[src/rtl/mic_stream_sched.sv]
`timescale 1ns/1ps
// mic_stream_sched: pops one sample from every mic FIFO per set and streams framed bytes to the UART.
// Optional MIC_SCHED_CHKSUM_EN appends an XOR checksum of each frame's payload bytes.
module mic_stream_sched #(
    parameter int unsigned NUM_CH    = 2,
    parameter int unsigned SAMPLE_W  = 16,
    parameter int unsigned FRAME_LEN = 256,
    parameter logic [15:0] SYNC_WORD = 16'hA55A
) (
    input  logic                       sys_clk,
    input  logic                       sys_rst_n,
    input  logic                       start,
    input  logic                       stop,
    input  logic [NUM_CH-1:0]          fifo_empty,
    output logic [NUM_CH-1:0]          fifo_rd_en,
    input  logic [NUM_CH*SAMPLE_W-1:0] fifo_q,
    output logic [7:0]                 tx_data,
    output logic                       tx_valid,
    input  logic                       tx_ready,
    output logic                       busy,
    output logic [15:0]                frame_cnt
);
    localparam int unsigned BUF_W     = NUM_CH * SAMPLE_W;
    localparam int unsigned SET_BYTES = BUF_W / 8;
    localparam int unsigned IDX_W     = ($clog2(SET_BYTES + 1) < 3) ? 3 : $clog2(SET_BYTES + 1);
    localparam int unsigned SET_W     = (FRAME_LEN > 1) ? $clog2(FRAME_LEN) : 1;

    typedef enum logic [2:0] {
        S_IDLE, S_HDR, S_WAIT, S_POP, S_LATCH, S_SEND, S_END
    } state_t;

    state_t             state, state_nxt;
    logic               armed;
    logic [IDX_W-1:0]   byte_idx, byte_idx_nxt;
    logic [SET_W-1:0]   set_cnt, set_cnt_nxt;
    logic [15:0]        frame_cnt_nxt;
    logic [BUF_W-1:0]   shift_buf, shift_nxt, latch_buf;
    logic [7:0]         tx_data_nxt, hdr_byte;
    logic               tx_valid_nxt;
    logic               can_load_c;

`ifdef MIC_SCHED_CHKSUM_EN
    logic [7:0]         chk_acc;
    logic               pay_load_c;
`endif

    // Output byte register may be (re)loaded when empty or being accepted this cycle
    assign can_load_c = !tx_valid || tx_ready;

    // Reorder so ch0 lands in the MSBs: bytes then leave MSB-first in channel order
    always_comb begin
        latch_buf = '0;
        for (int unsigned c = 0; c < NUM_CH; c++)
            latch_buf[(NUM_CH-1-c)*SAMPLE_W +: SAMPLE_W] = fifo_q[c*SAMPLE_W +: SAMPLE_W];
    end

    always_comb begin
        case (byte_idx)
            IDX_W'(0): hdr_byte = SYNC_WORD[15:8];
            IDX_W'(1): hdr_byte = SYNC_WORD[7:0];
            IDX_W'(2): hdr_byte = frame_cnt[15:8];
            default:   hdr_byte = frame_cnt[7:0];
        endcase
    end

    always_comb begin
        state_nxt     = state;
        byte_idx_nxt  = byte_idx;
        set_cnt_nxt   = set_cnt;
        frame_cnt_nxt = frame_cnt;
        shift_nxt     = shift_buf;
        tx_data_nxt   = tx_data;
        tx_valid_nxt  = tx_valid;
        case (state)
            S_IDLE: if (armed) state_nxt = S_HDR;
            S_HDR: begin
                if (can_load_c) begin
                    if (byte_idx != IDX_W'(4)) begin
                        tx_data_nxt  = hdr_byte;
                        tx_valid_nxt = 1'b1;
                        byte_idx_nxt = byte_idx + IDX_W'(1);
                    end else begin
                        tx_valid_nxt = 1'b0;
                        byte_idx_nxt = '0;
                        state_nxt    = S_WAIT;
                    end
                end
            end
            S_WAIT: if (fifo_empty == '0) state_nxt = S_POP;
            S_POP:  state_nxt = S_LATCH;
            S_LATCH: begin
                tx_data_nxt  = latch_buf[BUF_W-1 -: 8];
                tx_valid_nxt = 1'b1;
                shift_nxt    = latch_buf << 8;
                byte_idx_nxt = IDX_W'(1);
                state_nxt    = S_SEND;
            end
            S_SEND: begin
                if (can_load_c) begin
                    if (byte_idx != IDX_W'(SET_BYTES)) begin
                        tx_data_nxt  = shift_buf[BUF_W-1 -: 8];
                        tx_valid_nxt = 1'b1;
                        shift_nxt    = shift_buf << 8;
                        byte_idx_nxt = byte_idx + IDX_W'(1);
                    end else begin
                        tx_valid_nxt = 1'b0;
                        byte_idx_nxt = '0;
                        if (set_cnt == SET_W'(FRAME_LEN - 1)) begin
                            state_nxt = S_END;
                        end else begin
                            set_cnt_nxt = set_cnt + SET_W'(1);
                            state_nxt   = S_WAIT;
                        end
                    end
                end
            end
`ifdef MIC_SCHED_CHKSUM_EN
            S_END: begin
                if (can_load_c) begin
                    if (byte_idx == '0) begin
                        tx_data_nxt  = chk_acc;
                        tx_valid_nxt = 1'b1;
                        byte_idx_nxt = IDX_W'(1);
                    end else begin
                        tx_valid_nxt  = 1'b0;
                        byte_idx_nxt  = '0;
                        frame_cnt_nxt = frame_cnt + 16'd1;
                        set_cnt_nxt   = '0;
                        state_nxt     = armed ? S_HDR : S_IDLE;
                    end
                end
            end
`else
            S_END: begin
                frame_cnt_nxt = frame_cnt + 16'd1;
                set_cnt_nxt   = '0;
                state_nxt     = armed ? S_HDR : S_IDLE;
            end
`endif
            default: state_nxt = S_IDLE;
        endcase
    end

    always_ff @(posedge sys_clk or negedge sys_rst_n) begin
        if (!sys_rst_n) begin
            state      <= S_IDLE;
            byte_idx   <= '0;
            set_cnt    <= '0;
            frame_cnt  <= '0;
            shift_buf  <= '0;
            tx_data    <= '0;
            tx_valid   <= 1'b0;
            fifo_rd_en <= '0;
            busy       <= 1'b0;
        end else begin
            state      <= state_nxt;
            byte_idx   <= byte_idx_nxt;
            set_cnt    <= set_cnt_nxt;
            frame_cnt  <= frame_cnt_nxt;
            shift_buf  <= shift_nxt;
            tx_data    <= tx_data_nxt;
            tx_valid   <= tx_valid_nxt;
            fifo_rd_en <= (state_nxt == S_POP) ? {NUM_CH{1'b1}} : '0;
            busy       <= (state_nxt != S_IDLE);
        end
    end

    // Stop wins over a simultaneous start
    always_ff @(posedge sys_clk or negedge sys_rst_n) begin
        if (!sys_rst_n)  armed <= 1'b0;
        else if (stop)   armed <= 1'b0;
        else if (start)  armed <= 1'b1;
    end

`ifdef MIC_SCHED_CHKSUM_EN
    assign pay_load_c = (state == S_LATCH) ||
                        (state == S_SEND && can_load_c && byte_idx != IDX_W'(SET_BYTES));

    always_ff @(posedge sys_clk or negedge sys_rst_n) begin
        if (!sys_rst_n)          chk_acc <= '0;
        else if (state == S_HDR) chk_acc <= '0;
        else if (pay_load_c)     chk_acc <= chk_acc ^ tx_data_nxt;
    end
`endif

endmodule

[config.mk]
export PLATFORM = sky130hd
export DESIGN_NAME = mic_stream_sched
export DESIGN_NICKNAME = d
export VERILOG_FILES = /design/src/rtl/mic_stream_sched.sv
export SDC_FILE = /design/constraint.sdc
export NUM_CORES = 1
export LEC_CHECK = 0
export CAP_MARGIN = 20
export CELL_PAD_IN_SITES_DETAIL_PLACEMENT = 0
export CELL_PAD_IN_SITES_GLOBAL_PLACEMENT = 2
export CORE_ASPECT_RATIO = 0.75
export CORE_MARGIN = 4
export CORE_UTILIZATION = 34
export DETAILED_ROUTE_END_ITERATION = 16
export GPL_ROUTABILITY_DRIVEN = 0
export PLACE_DENSITY = 0.86
export SYNTH_ARGS = -nofsm -noshare
export SYNTH_HDL_FRONTEND = slang
export SYNTH_SLANG_ARGS = --single-unit
[constraint.sdc]
create_clock -name sys_clk -period 2.23 [get_ports sys_clk]
set_input_delay 0.223 -clock sys_clk [delete_from_list [all_inputs] [get_ports sys_clk]]
set_output_delay 0.223 -clock sys_clk [all_outputs]
set_load 0.02 [all_outputs]
==> run_results.csv <==
group,metric,value,unit
status,status,"finished clean",
power_and_ir_drop,vdd_drop_max,0.587,mV
sta,period_share,0.858,
worst_setup_path,worst_setup_path_end_kind,"register",
worst_setup_path,cp_max_fo,21,
worst_setup_path,required,2.43,ns
cells_and_area,fin_nets,427,
routing,drt_iter0_markers,150,
clock_network,cts_buffer_depth,2,
clock_network,clk-insertion-delay-late,0.32,ns
sta,rsz0062_at_grt,"no",
synthesis,synth_ff_type,"dfrtp_1",
clock_network,cts_hold_buffers,1,
place,post-dp-hpwl,6250,µm
sta,max_freq,523,MHz
synthesis,synthesis.instances,314,
place,numPortBuffers,66,
clock_network,cts_root_buffer,"clkbuf_16",
synthesis,netlist-cell-type-count,53,
synthesis,synth_edf_count,0,
worst_hold_path,hold_path_depth,2,
synthesis,syn_avg_cell_area,11.4,µm²
clock_network,path_clk_slew,0.05,ns
global_route,grt_pass1_wl,14100,µm
clock_network,cts_buffers,9,
worst_setup_path,cp.depth,4,
power_and_ir_drop,totalPowerFinal,6.17,mW
die,row_count,32,
routing,top_layer,"met4",
routing,ant_nets,0,
cells_and_area,drive_above_1_share,0.212,
cells_and_area,fillers,945,
power_and_ir_drop,sw_frac_of_total,0.342,
cells_and_area,syn2layout_area_growth,31.1,%
worst_setup_path,critPathBufInv,1,
clock_network,h-tree-depth,3,
die,start_util,0.349,
sta,period_needed,1.91,ns
worst_hold_path,hold_path.class,"in2reg",
sta,finalSetupViolCount,0,
routing,wl_per_cell,16.0,µm
power_and_ir_drop,p_leak,2.05,nW
synthesis,synthArstFlopShare,1.00,
sta,final-hold-violation-count,0,
routing,wirelength,8350,µm
worst_setup_path,crit_path_top_delay_cell,"dfrtp_1",
routing,drtPass1Iterations,4,
global_route,grt-ovfl-total,0,
synthesis,ys_seq_area_frac,0.460,
worst_setup_path,critPathKind,"reg2reg",
power_and_ir_drop,p_clk_frac,0.243,
power_and_ir_drop,powerDensity,1310,nW/µm²
global_route,grt_max_degree,40,
synthesis,postSynthNetCount,359,
synthesis,yosysWarnings,0,
clock_network,post_cts_resized,0,
global_route,grt_pass1_vias,2654,
die,die_w,127,µm
clock_network,cts_sinks,66,
worst_setup_path,crit_family,"flip-flops",
power_and_ir_drop,p_switching,2.11,mW
die,pin_count,67,
routing,drcViolationCount,0,
sta,slew_headroom,0.561,
worst_setup_path,cp_data_arrival_time,2.12,ns
global_route,grt_usage,0.143,
routing,route.met3.wl,459,µm
global_route,antenna_found_initial,0,
job,cap_viol_max_count,0,
sta,hold_slack,0.438,ns
die,dieArea,12300,µm²
clock_network,cts_tree,"yes",
power_and_ir_drop,pwr-share-comb,0.431,
worst_setup_path,crit_chain,"nand2b_2 -> a21oi_4 -> buf_4 -> mux2_2",
synthesis,synth_area,3590,µm²
sta,worst_pin_slew,0.658,ns
routing,wl_met1,4160,µm
sta,skew,0.00510,ns
routing,drt-vias-per-instance,5.10,
routing,vias,2669,
worst_setup_path,start_kind,"register",
synthesis,ys_ff_latch,66,
sta,tns,0,ns
power_and_ir_drop,p_int,4.07,mW
power_and_ir_drop,p_seq_frac,0.326,
worst_setup_path,reg2reg_depth,4,
clock_network,cts_setup_buffers,0,
die,dieHeight,97,µm
die,core-area,10300,µm²
cells_and_area,diodes,0,
sta,slew_viol_final,0,
worst_setup_path,critical-path-max-stage-delay,0.48,ns
routing,dr_wl_met2,3640,µm
-- power groups by stage --
stage          sequential (mW)  clock, mW  combinational (mW)
3_5_place_dp              2.02          0                2.67
4_1_cts                   2.01       1.53                2.68
3_3_place_gp              2.01          0                2.62
6_report                  2.01       1.50                2.66
5_1_grt                   2.08       1.59                2.92
2_1_floorplan             2.01          0                1.97
-- per-layer routing --
layer,track usage,vias up
met4,0.0322,0
li1,-,1288
met5,0,-
met1,0.206,1313
met2,0.211,59
met3,0.0425,9
-- path summary, 6_finish.rpt --
path | start | endpoint | slack [ns]
min in group asynchronous | sys_rst_n | frame_cnt[3] | 0.46
hold / removal | stop | armed | 0.44
setup / recovery | state[1] | shift_buf[17] | 0.32
hold reg to reg | shift_buf[10] | shift_buf[10] | 0.49
max in group asynchronous | sys_rst_n | tx_valid | 1.12
setup reg to reg | state[1] | shift_buf[17] | 0.32
-- final cells by class --
type / count / area [µm²] / area share
clock buffer: 11 / 243 / 0.0516
clock inverter: 5 / 77.6 / 0.0165
inverter: 11 / 41.3 / 0.00877
multi-input combinational: 217 / 1770 / 0.376
sequential: 66 / 1650 / 0.351
tap: 136 / 170 / 0.0362
timing repair buffer: 77 / 753 / 0.160
-- cell families after synthesis --
logic type,after synthesis,share of synthesized area
AND/OR/NAND/NOR,79,0.121
buffers and inverters,31,0.0470
adder cells (fa/ha/maj),6,0.0209
AO/OA/AOI/OAI,74,0.162
XOR/XNOR,15,0.0366
multiplexers,43,0.153
flip-flops,66,0.460
-- registers in the layout, indices dropped and copies added, names as in the netlist --
name / count
frame_cnt: 16
state: 3
fifo_rd_en: 1
armed: 1
tx_data: 8
byte_idx: 3
tx_valid: 1
set_cnt: 8
shift_buf: 24
busy: 1
-- cells in the final DEF (no fill, tap or decap), types with 9 or more instances in the layout --
cell / Yosys / final
a21oi_1: 17 / 17
buf_4: 4 / 9
clkbuf_16: 0 / 9
clkdlybuf4s50_1: 0 / 65
dfrtp_1: 66 / 66
inv_1: 11 / 11
mux2_2: 22 / 22
mux2_4: 18 / 18
nand2_1: 17 / 17
nand3_1: 10 / 10
nor2_1: 17 / 17
xnor2_1: 10 / 10
-- synthesized netlist by cell type (6+ instances only) --
cell       instances  share of area
nor2_1            17          0.018
a211oi_1           8          0.017
mux2_4            18          0.075
mux2_2            22          0.069
dfrtp_1           66           0.46
ha_1               6          0.021
and2_1             8          0.014
buf_2              6         0.0084
xnor2_1           10          0.024
a2bb2oi_1          8          0.020
nand3_1           10          0.014
a21oi_1           17          0.024
nand4_1            6          0.010
a32o_1             8          0.022
inv_1             11          0.011
nand2_1           17          0.018
-- through the flow --
| step | setup WS (ns) | instance area, µm² | util | instances |
|---|---|---|---|---|
| 2_1_floorplan | 0.493 | 3590 | - | 314 |
| 3_3_place_gp | 0.348 | 4380 | 0.425 | 506 |
| 3_5_place_dp | 0.341 | 4380 | 0.425 | 506 |
| 4_1_cts | 0.325 | 4710 | 0.457 | 523 |
| 5_1_grt | 0.202 | 4710 | 0.457 | 523 |
| 6_report | 0.316 | 4710 | 0.457 | 523 |
Note: power is estimated with default switching activity, not from simulation.
